## config.mk

```make
export PLATFORM = sky130hd
export DESIGN_NAME = cmp_pipe_unit
export DESIGN_NICKNAME = d
export VERILOG_FILES = /design/src/rtl/cmp_pipe_unit.sv
export SDC_FILE = /design/constraint.sdc
export NUM_CORES = 1
export LEC_CHECK = 0
export ABC_AREA = 1
export CAP_MARGIN = 40
export CORE_ASPECT_RATIO = 0.8
export CORE_MARGIN = 10
export CORE_UTILIZATION = 56
export CTS_CLUSTER_DIAMETER = 60
export DETAILED_ROUTE_END_ITERATION = 6
export HOLD_SLACK_MARGIN = 0.1
export PLACE_DENSITY = 0.8
export RECOVER_POWER = 50
export SKIP_LAST_GASP = 1
export SLEW_MARGIN = 20
export SYNTH_ARGS = -nofsm -noshare
export SYNTH_HDL_FRONTEND = slang
export SYNTH_SLANG_ARGS = --single-unit
```

## constraint.sdc

```tcl
create_clock -name CLK -period 2.2 [get_ports CLK]
set_input_delay 0.22 -clock CLK [delete_from_list [all_inputs] [get_ports CLK]]
set_output_delay 0.22 -clock CLK [all_outputs]
set_load 0.02 [all_outputs]
```

## src/rtl/cmp_pipe_unit.sv

```systemverilog
// cmp_pipe_unit: two-stage compare/min/max/absdiff pipeline with a saturating
// match counter and a running maximum.
//   CLK         - clock, all state updates on the rising edge
//   RST         - synchronous active-high reset, highest priority
//   CMP_Enable  - issue strobe for ALU_FUN/A/B/SIGNED_MODE
//   ALU_FUN     - operation select (NOP, EQ, GT, LT, MAX, MIN, RUN_MAX, ABSDIFF)
//   SIGNED_MODE - 1: operands and running max are two's complement
//   A, B        - operands
//   CLR_STATS   - clears match counter, saturation flag and running max
//   CMP_OUT     - registered result, zero when CMP_Flag is low
//   CMP_Flag    - CMP_OUT valid, two cycles after the accepted issue
//   MATCH_CNT   - saturating count of true EQ/GT/LT results
//   CNT_SAT     - sticky: MATCH_CNT saturated
module cmp_pipe_unit #(
    parameter int unsigned WIDTH     = 8,
    parameter int unsigned CNT_WIDTH = 8
) (
    input  logic                 CLK,
    input  logic                 RST,
    input  logic                 CMP_Enable,
    input  logic [2:0]           ALU_FUN,
    input  logic                 SIGNED_MODE,
    input  logic [WIDTH-1:0]     A,
    input  logic [WIDTH-1:0]     B,
    input  logic                 CLR_STATS,
    output logic [WIDTH-1:0]     CMP_OUT,
    output logic                 CMP_Flag,
    output logic [CNT_WIDTH-1:0] MATCH_CNT,
    output logic                 CNT_SAT
);

    localparam logic [2:0] FUN_NOP     = 3'b000;
    localparam logic [2:0] FUN_EQ      = 3'b001;
    localparam logic [2:0] FUN_GT      = 3'b010;
    localparam logic [2:0] FUN_LT      = 3'b011;
    localparam logic [2:0] FUN_MAX     = 3'b100;
    localparam logic [2:0] FUN_MIN     = 3'b101;
    localparam logic [2:0] FUN_RUN_MAX = 3'b110;
    localparam logic [2:0] FUN_ABSDIFF = 3'b111;

    localparam logic [CNT_WIDTH-1:0] CNT_MAX = '1;

    // Stage-1 operation registers
    logic             s1_valid;
    logic [2:0]       s1_fun;
    logic             s1_signed;
    logic [WIDTH-1:0] s1_a;
    logic [WIDTH-1:0] s1_b;

    // Running-max state
    logic [WIDTH-1:0] run_max;
    logic             run_max_vld;

    // Stage-2 combinational results
    logic [WIDTH-1:0] a_key;
    logic [WIDTH-1:0] b_key;
    logic [WIDTH-1:0] rm_key;
    logic             a_gt_b;
    logic             a_lt_b;
    logic             rm_load;
    logic             is_match;
    logic [WIDTH-1:0] result;

    // Flipping the MSB in signed mode maps two's complement order onto unsigned order
    always_comb begin
        a_key    = {s1_a[WIDTH-1] ^ s1_signed, s1_a[WIDTH-2:0]};
        b_key    = {s1_b[WIDTH-1] ^ s1_signed, s1_b[WIDTH-2:0]};
        rm_key   = {run_max[WIDTH-1] ^ s1_signed, run_max[WIDTH-2:0]};
        a_gt_b   = a_key > b_key;
        a_lt_b   = a_key < b_key;
        rm_load  = (s1_fun == FUN_RUN_MAX) && (!run_max_vld || (a_key > rm_key));
        result   = '0;
        is_match = 1'b0;
        case (s1_fun)
            FUN_NOP: result = '0;
            FUN_EQ: begin
                is_match = (s1_a == s1_b);
                result   = is_match ? WIDTH'(1) : '0;
            end
            FUN_GT: begin
                is_match = a_gt_b;
                result   = a_gt_b ? WIDTH'(2) : '0;
            end
            FUN_LT: begin
                is_match = a_lt_b;
                result   = a_lt_b ? WIDTH'(3) : '0;
            end
            FUN_MAX:     result = a_lt_b ? s1_b : s1_a;
            FUN_MIN:     result = a_gt_b ? s1_b : s1_a;
            FUN_RUN_MAX: result = rm_load ? s1_a : run_max;
            // Modular subtraction of the larger minus smaller always fits WIDTH bits
            FUN_ABSDIFF: result = a_gt_b ? (s1_a - s1_b) : (s1_b - s1_a);
            default:     result = '0;
        endcase
    end

    // Pipeline registers, outputs and statistics
    always_ff @(posedge CLK) begin
        if (RST) begin
            s1_valid    <= 1'b0;
            s1_fun      <= FUN_NOP;
            s1_signed   <= 1'b0;
            s1_a        <= '0;
            s1_b        <= '0;
            CMP_OUT     <= '0;
            CMP_Flag    <= 1'b0;
            MATCH_CNT   <= '0;
            CNT_SAT     <= 1'b0;
            run_max     <= '0;
            run_max_vld <= 1'b0;
        end else begin
            s1_valid  <= CMP_Enable;
            s1_fun    <= ALU_FUN;
            s1_signed <= SIGNED_MODE;
            s1_a      <= A;
            s1_b      <= B;
            CMP_Flag  <= s1_valid;
            CMP_OUT   <= s1_valid ? result : '0;

            // A clear discards any same-cycle update; the result above still uses pre-clear state
            if (CLR_STATS) begin
                MATCH_CNT   <= '0;
                CNT_SAT     <= 1'b0;
                run_max     <= '0;
                run_max_vld <= 1'b0;
            end else if (s1_valid) begin
                if (rm_load) begin
                    run_max     <= s1_a;
                    run_max_vld <= 1'b1;
                end
                if (is_match) begin
                    if (MATCH_CNT == CNT_MAX) begin
                        CNT_SAT <= 1'b1;
                    end else begin
                        MATCH_CNT <= MATCH_CNT + CNT_WIDTH'(1);
                    end
                end
            end
        end
    end

endmodule

```

## Word-level counts from Yosys, hierarchy flattened

Index checks and enable logic that the tools add are counted.
Widths: inputs -> output; s select.

| word-level totals | value |
|---|---|
| output and inout port bits | 18 |
| register bits | 48 |
| input bits | 24 |
| logic and storage cells | 49 |

| operators by class | value |
|---|---|
| $lt $le $gt $ge | 3 |
| equality and inequality tests | 9 |
| bitwise logic cells | 5 |
| add/sub/neg operators | 3 |
| muxes and demuxes | 9 |
| reduce and logical (&&, ||, !) cells | 9 |

Operators by type and width:

| cell | number |
|---|---|
| $pmux 8 s8 | 1 |
| $mux 8 | 4 |
| $gt 8x8->1 | 2 |
| $sub 8x8->8 | 2 |
| $eq 3x3->1 const B | 4 |
| $add 8x1->8 const B | 1 |
| $eq 8x8->1 | 1 |
| $eq 8x8->1 const B | 1 |
| $lt 8x8->1 | 1 |
| $eq 3x2->1 const B | 2 |
| $reduce_and 3->1 | 2 |
| $mux 2 | 2 |
| $reduce_or 2->1 | 2 |
| $eq 3x1->1 const B | 1 |
| $logic_not 3->1 | 1 |
| $pmux 1 s3 | 1 |
| $xor 1x1->1 | 3 |
| $not 1->1 | 2 |
| $reduce_and 2->1 | 1 |
| $logic_and 1x1->1 | 1 |
| $logic_not 1->1 | 1 |
| $logic_or 1x1->1 | 1 |
| $mux 1 | 1 |

## Logic depth before layout (Yosys ltp)

| logic depth | value |
|---|---|
| depth after elaboration | 6 |
| depth in mapped cells | 17 |
| depth with buffers taken out | 17 |

## Least setup slack after synthesis

OpenSTA, ideal clock, no wires.

| path | value |
|---|---|
| kind | register to register |
| start | reg s1_a[0] |
| end | reg MATCH_CNT[0] |
| stages on the path, launching flop included | 16 |
| slack | 0.222 ns |
| buffers on the path | 1 |
| data required time | 2.085 ns |
| library setup time | 0.115 ns |
| clock period less this slack | 1.978 ns |
| arrival time | 1.862 ns |
| path through | dfxtp_1 inv_1 ha_1 inv_1 fa_1 nand2_2 nand2_2 inv_1 nor2_2 nor2_4 nand2_2 nand3_2 buf_6 nand3_1 nand2_1 nor2_1 |

| on the way | value |
|---|---|
| longest elaborated chain between the ends | 3 |
| elaborated cells between the ends (all ways) | 5 |
| classes of those cells | order compare: 2; eq/ne: 1; mux: 1; reduce/logical: 1 |

RTL lines:

| item | RTL line | source |
|---|---|---|
| start: declaration | 47 | `logic [WIDTH-1:0] s1_a;` |
| start signal: assignment | 103 | `s1_a <= '0;` |
| start signal: assignment | 115 | `s1_a <= A;` |
| $lt 8x8->1 (tied with other cells) | 70 | `a_lt_b = a_key < b_key;` |
| $pmux 1 s3 * | 74 | `case (s1_fun)` |
| $reduce_and 3->1 (no source line) * | - |  |
| end signal: assignment | 135 | `MATCH_CNT <= MATCH_CNT + CNT_WIDTH'(1);` |
| end: declaration | 28 | `output logic [CNT_WIDTH-1:0] MATCH_CNT,` |

Every way passes the cells marked *; elsewhere a longest branch is shown, timed or not.
A chain may end at the register's enable or synchronous reset.

## Worst setup path in the final report

| path | value |
|---|---|
| start | reg s1_a[0] |
| end | reg CMP_OUT[2] |

| on the way | value |
|---|---|
| longest elaborated chain between the ends | 5 |
| elaborated cells between the ends (all ways) | 12 |
| classes of those cells | add/sub: 2; order compare: 3; mux: 5; reduce/logical: 2 |

RTL lines:

| item | RTL line | source |
|---|---|---|
| $gt 8x8->1 | 71 | `rm_load = (s1_fun == FUN_RUN_MAX) && (!run_max_vld \|\| (a_key > rm_key));` |
| $logic_or 1x1->1 | 71 |  |
| $logic_and 1x1->1 | 71 |  |
| $mux 8 | - |  |
| $pmux 8 s8 * | 74 |  |
| end signal: assignment | 118 | `CMP_OUT <= s1_valid ? result : '0;` |
| end: declaration | 26 | `output logic [WIDTH-1:0] CMP_OUT,` |

Marks and branches as above.

==> results.txt <==
The detailed-route wire length came out at about 9700 um. The number of nets at the end of the flow came out at approximately 640. Yosys printed 0 warnings.

Data on the critical path arrives at its endpoint at about 2300 ps. The minimum period implied by the final worst setup slack is around 2100 ps. The routed wirelength normalized by instance count came out at between 10 and 15 um.

The global placement routability congestion came out at approximately 0.87. The worst hold path belongs to the class input pin to flip-flop. The netlist area before placement is around 3300 um^2. For the pin with the worst max-slew slack, the measured transition is 1070 ps. The height of the die came out at between 80 and 90 um. The die outline area came out at roughly 9500 um^2. The number of antenna violations at the first check in global routing is 0. The clock insertion delay at the later pin of the skew report came out at just over 300 ps. Including well taps, the total number of placed cells is 657.

The number of filler instances in the final layout is approximately 500. The via count of the first global-routing pass was ~3300. The count of buffers added on input and output ports is slightly above 40. The x dimension of the die came out at between 100 and 150 um.

The ratio of total power to cell area is between 500 and 600 nW/um^2. The via count of the routed design is ~3500. Entering global routing, the biggest net connects 23 pins. The cell count after synthesis came out at between 500 and 600. The post-placement cell area is between 4000 and 5000 um^2.

Summing internal, switching and leakage power gives approximately 2400 uW. In this run, the clock network consumes roughly 32% of the power. In this run, synthesis inferred 0 flip-flops with an integrated enable.

The internal power summed over all cells came out at 1680 uW. The maximum count of clock buffers along a single path came out at 2. The share of total power consumed by net switching came out at around a third.

The total nets after synthesis came out at between 500 and 600. The relative contribution of combinational cells to total power came out at between 30% and 40%. The post-route clock skew is 10.4 ps. After clock tree synthesis, the flow added hold-fix buffers numbering 0.

The placeable core region came out at between 5000 and 6000 um^2. The instance count along the most critical hold path came out at 3. The total global-route track usage came out at 19.4%. The number of maximum-capacitance constraint violations is 0. The post-layout instance count excluding filler cells came out at ~670. The peak clock frequency supported by timing came out at about 470 MHz. The area of all placed cells without fillers came out at between 4000 and 5000 um^2. The HPWL after detailed placement is about 7300 um. The number of diodes came out at 0. The post-route clock period utilization came out at about 96%. The I/O pin count is 42. The sequential-to-total area share from yosys stat is between 20% and 30%. Of all nets on the critical path, the largest fanout is 6. The setup-violating endpoint count in the final report came out at 0. The clock slew at the register clock pins of the worst setup and hold paths came out at approximately 100 ps.

The average via count per standard cell came out at between 5 and 6. The floorplan has 25 rows. The total count of max-transition violations in the final report was 0. Counting the buffers created by CTS gives 5. In this run the register-to-register setup slack is between 80 and 90 ps. The synthesized netlist contains 31 unique library cells. The buffer type at the clock tree root is clkbuf_8. Once the floorplan was initialized, standard cells occupied between 50% and 60% of the core. The data required time of the worst path is about 2400 ps. For this design the static power due to leakage is 0.00221 uW. The first global-routing pass estimated between 15000 and 20000 um of wire. Cells with a size suffix above 1 make up 15.4% of the layout.

The detailed router's first-iteration violation count is just under 300. The number of clock sinks seen by CTS came out at 48. The layout overhead on the synthesized area is 30.2%. The deepest level of the CTS H-tree is 2. STA classifies the critical path endpoint as a flip-flop.

The TritonCTS clock tree is built. The portion of total power attributed to sequential cells came out at a little under two fifths. The net switching power of the design is between 700 and 800 uW. The final routed DRC violation total came out at 0. The count of antenna-violating nets left after detailed routing came out at 0. The category of the critical setup timing path is flip-flop to flip-flop.

The tightest slew margin relative to the limit came out at 28.9%. The worst ir drop on vdd came out at 0.472 mV. The mean instance size in the synthesized netlist is 6.52 um^2. The worst-case reg-to-reg path depth is 15. The total global routing overflow is 0. The run finished with clean final reports. The final hold violation count came out at 0. Of all flip-flops after synthesis, the portion carrying an async set or reset was 0%. STA classifies the critical path startpoint as a flip-flop. The number of detailed-route iterations in the first pass is 5. Among all flip-flop cells after synthesis, the most frequent one is dfxtp_1. The synthesis-stage register bit count came out at 48.
registers in the layout (all words and copies together), names as in the netlist, 3 cells and up:
register	count
CMP_OUT	8
s1_fun	3
s1_b	8
MATCH_CNT	8
s1_a	8
run_max	8
cell type report:
class | count | area [um^2] | share of cell area, %
Multi-Input combinational cell | 361 | 2040 | 46.7
Sequential cell | 48 | 970 | 22.2
Timing Repair Buffer | 82 | 774 | 17.8
Inverter | 91 | 342 | 7.83
Tap cell | 81 | 101 | 2.32
Clock buffer | 5 | 68.8 | 1.58
Clock inverter | 3 | 68.8 | 1.58
cell families after synthesis:
logic type | Yosys count | synth area share, %
simple gates | 283 | 37.8
buf+inv | 105 | 13.0
flops | 48 | 28.7
compound gates | 37 | 6.54
fa+ha+maj | 25 | 9.79
xor+xnor | 16 | 4.18
repair_timing:
item,in CTS,in global routing
cloned,0,2
endpoints found under the setup margin,5,25
buffers inserted,0,4
pin swaps,0,15
gates resized for setup,1,24
cell usage after synthesis (4+ instances only):
master / count / area, um^2
xor2_1: 9 / 78.8
nor2_1: 64 / 240
o211ai_1: 9 / 67.6
a21oi_1: 21 / 105
nand2_2: 12 / 75.1
nand2_1: 122 / 458
nand3_1: 66 / 330
xnor2_1: 7 / 61.3
buf_2: 5 / 25.0
inv_1: 87 / 327
ha_1: 23 / 288
dfxtp_1: 48 / 961
buf_6: 4 / 45.0
inv_2: 4 / 15.0
nand4_1: 4 / 25.0
layer usage:
| metal | vias up | global-route usage, % | share of wire (%) |
|---|---|---|---|
| met5 | - | 0 | 0 |
| met4 | 0 | 5.40 | 1.9 |
| met3 | 16 | 4.03 | 7.3 |
| met2 | 150 | 33.3 | 46 |
| met1 | 1616 | 24.2 | 44 |
| li1 | 1745 | - | - |
critical path: stages (launching register included):
cell	delay, ps
dfxtp_2	350
inv_2	60
ha_1	150
inv_2	50
fa_2	390
nand2_2	90
nand2_4	70
inv_1	70
nor2_2	40
nor2_4	150
buf_6	150
nand2_1	50
nand3_1	80
nand3_1	120
nor2_2	130
nor2_1	50
power groups by stage:
stage | Clock, uW | Combinational (uW) | Sequential, uW
2_1_floorplan | 0 | 435 | 938
3_3_place_gp | 0 | 630 | 938
3_5_place_dp | 0 | 649 | 939
4_1_cts | 783 | 655 | 919
5_1_grt | 824 | 816 | 924
6_report | 788 | 740 | 921
cell usage in the layout (no fill, tap or decap), drive strengths merged:
master         count
nand3             70
a21o               2
inv               92
a21oi             22
nand4              4
dlygate4sd3        9
nor3               3
clkdlybuf4s50     32
xnor2              7
ha                23
fa                 2
dfxtp             48
nand3b             1
nand2            137
o21ai              3
nor2              68
bufinv             2
buf               37
clkbuf             9
o211ai             9
o21a               1
xor2               9
worst paths after layout:
path	from	endpoint
setup reg to reg	s1_a[0]	CMP_OUT[2]
hold / removal	A[3]	s1_a[3]
setup / recovery	s1_a[0]	CMP_OUT[2]
hold reg to reg	run_max_vld	run_max_vld
stage by stage:
stage / util, % / TNS, ps / hold slack [ps] / setup WS [ps]
6_report: 74.5 / 0 / 415 / 81.2
5_1_grt: 74.5 / -139 / 421 / -99.0
4_1_cts: 71.7 / 0 / 425 / 4.97
3_5_place_dp: 69.3 / 0 / 458 / 12.2
3_3_place_gp: 69.3 / 0 / 445 / 106
2_1_floorplan: - / 0 / 291 / 222
No activity file was read; power rests on OpenSTA's default activity.
==> patch 1, RTL diff (same flow settings) <==
Change the parameter `CNT_WIDTH` from 8 to 10.
--- a/src/rtl/cmp_pipe_unit.sv
+++ b/src/rtl/cmp_pipe_unit.sv
@@ -13,7 +13,7 @@
 //   CNT_SAT     - sticky: MATCH_CNT saturated
 module cmp_pipe_unit #(
     parameter int unsigned WIDTH     = 8,
-    parameter int unsigned CNT_WIDTH = 8
+    parameter int unsigned CNT_WIDTH = 10
 ) (
     input  logic                 CLK,
     input  logic                 RST,
Interface: changed (resized MATCH_CNT); port bits go from 42 to 44. No check against the original RTL was run, so the function may have changed too.
==> patch 1 against the original RTL <==
- total power down 4.2%
- die area up 4.7%
- combinational power down 4.2%
- final area up 2.7%
- critical endpoint is now CMP_OUT[3]$_SDFF_PP0_
- synthesized area up 5.9%
- critical path type unchanged
- count of clock-buffer cells in the layout unchanged
- hold slack worse by 0.0074 ns
- routed wire length up 4.3%
- sequential cell count up 2
- worst setup slack better by 0.0027 ns
- sequential share of layout area up 0.22 points
==> patch 1: results (changes against the original RTL) <==
Worst setup path
  – Slowest-stage cell, CP: dfxtp_2 (was fa_2)
  – Worst-path fanout max: 4 (was 6)
  – RR Endpoint: CMP_OUT[3]$_SDFF_PP0_ (was CMP_OUT[2]$_SDFF_PP0_)

Detailed routing
  – Via count: 3612 (was 3527)
  – 1st-iter DRT viols: 233 (was 298)
  – Routed WL: 10100 um (was 9650 um)

Synthesis
  – Post-Syn Nets: 574 (was 563)
  – Synthesized area per cell: 6.76 sq um (was 6.52 sq um)
  – Xor and xnor area share after synthesis: 0.0420 (was 0.0418)
  – Most area-consuming cells after synthesis: dfxtp_1, nand2_1, inv_1, ha_1, nand3_1 (was dfxtp_1, nand2_1, nand3_1, inv_1, ha_1)
  – Post-synthesis sequential area ratio: 0.282 (was 0.287)
  – FF+latch count, synth: 50 (was 48)

GRT
  – Met2 usage: 0.322 (was 0.333)
  – Met3 usage: 0.0360 (was 0.0403)
  – All-Layer GR Usage: 0.199 (was 0.194)

Outcome
  – Status: finished, final reports clean (unchanged)

Finish
  – Fraction of layout cells with a size suffix above 1: 0.172 (was 0.154)
  – Layout buffer count excluding clock buffers: 80 (was 82)
  – Clk cell area share: 0.0251 (was 0.0316)
  – Final net count: 646 (was 638)
  – Fill cells: 488 (was 495)
  – Signal inverters: 92 (was 91)

STA
  – Worst clock skew: 0.0108 ns (was 0.0104 ns)
  – Minimum hold slack: 0.407 ns (was 0.415 ns)
  – Worst slew pin tran: 0.659 ns (was 1.07 ns)

Placement
  – Pre-CTS WS: 0.0608 ns (was 0.0122 ns)
  – Port buffer count: 43 (was 41)

Power and ir drop
  – Maximum vdd ir drop: 0.335 mV (was 0.472 mV)
==> patch 1: cell count changes in the layout (fill, tap and decap cells not counted), moves of 3 or more <==
| cell | before | now |
|---|---|---|
| nand3_1 | 66 | 56 |
| nand3_2 | 2 | 11 |
| a21oi_2 | 2 | 10 |
| a21oi_1 | 20 | 16 |
| xor2_1 | 9 | 13 |
| dfxtp_1 | 43 | 46 |
| nand2_1 | 120 | 117 |
| xnor2_1 | 7 | 4 |
==> patch 1: where the power goes <==
part / switching (W) / internal [W] / total (W)
sequential: 0.0000268 / 0.000934 / 0.000961
clock: 0.000336 / 0.000342 / 0.000678
combinational: 0.000407 / 0.000301 / 0.000709
==> patch 1: cells by family after synthesis <==
family	after synthesis
DFF	50
buffers and inverters	107
adders and majority gates	25
xor gates and xnor gates	17
AOI/OAI and AO/OA	46
and+or+nand+nor	280
==> patch 1: how the worst max path moves through the flow <==
stage / slack [ns] / to / from / cells after the start
after global routing: -0.02 / CMP_OUT[3]$_SDFF_PP0_ / s1_a[0]$_SDFF_PP0_ / 15
after CTS: 0.04 / MATCH_CNT[8]$_SDFFE_PP0P_ / s1_a[0]$_SDFF_PP0_ / 14
final: 0.08 / CMP_OUT[3]$_SDFF_PP0_ / s1_a[0]$_SDFF_PP0_ / 15
after detailed placement: 0.06 / MATCH_CNT[8]$_SDFFE_PP0P_ / s1_a[0]$_SDFF_PP0_ / 14
after floorplan: 0.18 / MATCH_CNT[2]$_SDFFE_PP0P_ / s1_a[0]$_SDFF_PP0_ / 14
after global placement: 0.12 / CMP_OUT[5]$_SDFF_PP0_ / s1_a[1]$_SDFF_PP0_ / 12
==> patch 1: what timing repair did <==
| item | in CTS | in global routing |
|---|---|---|
| setup buffers | 0 | 1 |
| resized for setup | 0 | 22 |
| setup endpoints to repair | 0 | 23 |
==> patch 2, RTL diff (same flow settings) <==
Made on the original files. Put one more register stage on the output `CMP_Flag`. The value now appears one clock later. The other outputs are not delayed to match. Comments in the files are not updated.
--- a/src/rtl/cmp_pipe_unit.sv
+++ b/src/rtl/cmp_pipe_unit.sv
@@ -39,6 +39,8 @@
     localparam logic [2:0] FUN_ABSDIFF = 3'b111;
 
     localparam logic [CNT_WIDTH-1:0] CNT_MAX = '1;
+
+    logic CMP_Flag_s0;
 
     // Stage-1 operation registers
     logic             s1_valid;
@@ -103,7 +105,7 @@
             s1_a        <= '0;
             s1_b        <= '0;
             CMP_OUT     <= '0;
-            CMP_Flag    <= 1'b0;
+            CMP_Flag_s0 <= 1'b0;
             MATCH_CNT   <= '0;
             CNT_SAT     <= 1'b0;
             run_max     <= '0;
@@ -114,7 +116,7 @@
             s1_signed <= SIGNED_MODE;
             s1_a      <= A;
             s1_b      <= B;
-            CMP_Flag  <= s1_valid;
+            CMP_Flag_s0 <= s1_valid;
             CMP_OUT   <= s1_valid ? result : '0;
 
             // A clear discards any same-cycle update; the result above still uses pre-clear state
@@ -139,5 +141,9 @@
         end
     end
 
+    always_ff @(posedge CLK) begin
+        CMP_Flag <= CMP_Flag_s0;
+    end
+
 endmodule
 
Formal check against the unedited RTL: not equivalent (a bounded check fails within 4 cycles, from zero or initial values and one cycle with RST high).
==> patch 2 against the original RTL <==
- total power fell by 11%
- highest routed layer unchanged
- combinational power fell by 2.8%
- routed wire length fell by 0.89%
- global-route usage rose by 0.27 points
- die area fell by 0.12%
- first-iteration DRC count fell by 25%
- largest cell class unchanged
- critical endpoint is now CMP_OUT[3]$_SDFF_PP0_
- final area fell by 2.0%
- worst setup slack improved by 0.047 ns
- synthesized area fell by 0.15%
- sequential cell count rose by 1
- synthesized cell count fell by 0.39%
==> patch 2: results (changes against the original RTL) <==
Placement
  – HPWL Detailed: 7650 um (was 7310 um)
  – Routability cong.: 0.946 (was 0.865)

Synthesis
  – Synth top cells by count: nand2_1, inv_1, nand3_1 (unchanged)
  – Xor and xnor area share after synthesis: 0.0393 (was 0.0418)
  – Post-Syn Nets: 561 (was 563)
  – Adder-cell area share of the yosys netlist: 0.0980 (was 0.0979)
  – Post-synthesis sequential area ratio: 0.293 (was 0.287)

Finish
  – Fill cells: 482 (was 495)
  – Final net count: 635 (was 638)
  – Clkbuf count: 7 (was 5)
  – Multi-input gates: 362 (was 361)
  – Layout buffer count excluding clock buffers: 80 (was 82)
  – Seq area share: 0.231 (was 0.222)
  – Fraction of layout cells with a size suffix above 1: 0.148 (was 0.154)
  – Clk cell area share: 0.0196 (was 0.0316)
  – Fraction of area in multi-input gates: 0.480 (was 0.467)
  – Non-clock buffers, area share: 0.168 (was 0.178)

GRT
  – Met2 usage: 0.313 (was 0.333)
  – Largest net degree at the start of global routing: 22 (was 23)
  – First-pass GRT wire length: 15000 um (was 15100 um)
  – M1 GR Usage: 0.264 (was 0.242)
  – Via count of the first global-routing pass: 3203 (was 3346)

Outcome
  – Status: finished, final reports clean (unchanged)

Detailed routing
  – Met2 wire len: 4130 um (was 4470 um)
  – Wire length on met1: 4410 um (was 4290 um)
  – Met3 WL: 765 um (was 707 um)
  – Vias/cell: 5.32 (was 5.26)

STA
  – Worst clock skew: 0.0136 ns (was 0.0104 ns)
  – Minimum hold slack: 0.334 ns (was 0.415 ns)
  – Worst slew pin tran: 0.668 ns (was 1.07 ns)

Power and ir drop
  – Power Clock: 0.000526 W (was 0.000788 W)

Worst hold path
  – Worst Hold Launch: CMP_Flag_s0$_SDFF_PP0_ (was A[3])
  – Worst Hold End: CMP_Flag$_DFF_P_ (was s1_a[3]$_SDFF_PP0_)
==> patch 2: changes by cell type in the layout (fill, tap and decap cells not counted), sizes merged, moves of 2 or more <==
| cell | unedited run | this run |
|---|---|---|
| xnor2 | 7 | 4 |
| nand2 | 137 | 132 |
| inv | 92 | 88 |
| clkdlybuf4s50 | 32 | 35 |
| bufinv | 2 | 0 |
| nand3 | 70 | 72 |
| dlygate4sd3 | 9 | 6 |
| xor2 | 9 | 11 |
==> patch 2: timing repair <==
| action | 4_1_cts | 5_1_grt |
|---|---|---|
| buffers inserted | 0 | 2 |
| endpoints found under the setup margin | 0 | 24 |
| gates resized for setup | 0 | 32 |
==> patch 2: per-stage QoR <==
stage	cells	power (W)	worst slack, ns
2_1_floorplan	512	0.00138	0.209
3_3_place_gp	657	0.00160	0.0403
3_5_place_dp	657	0.00161	0.0272
4_1_cts	665	0.00212	0.0202
5_1_grt	668	0.00231	-0.0288
6_report	668	0.00219	0.128
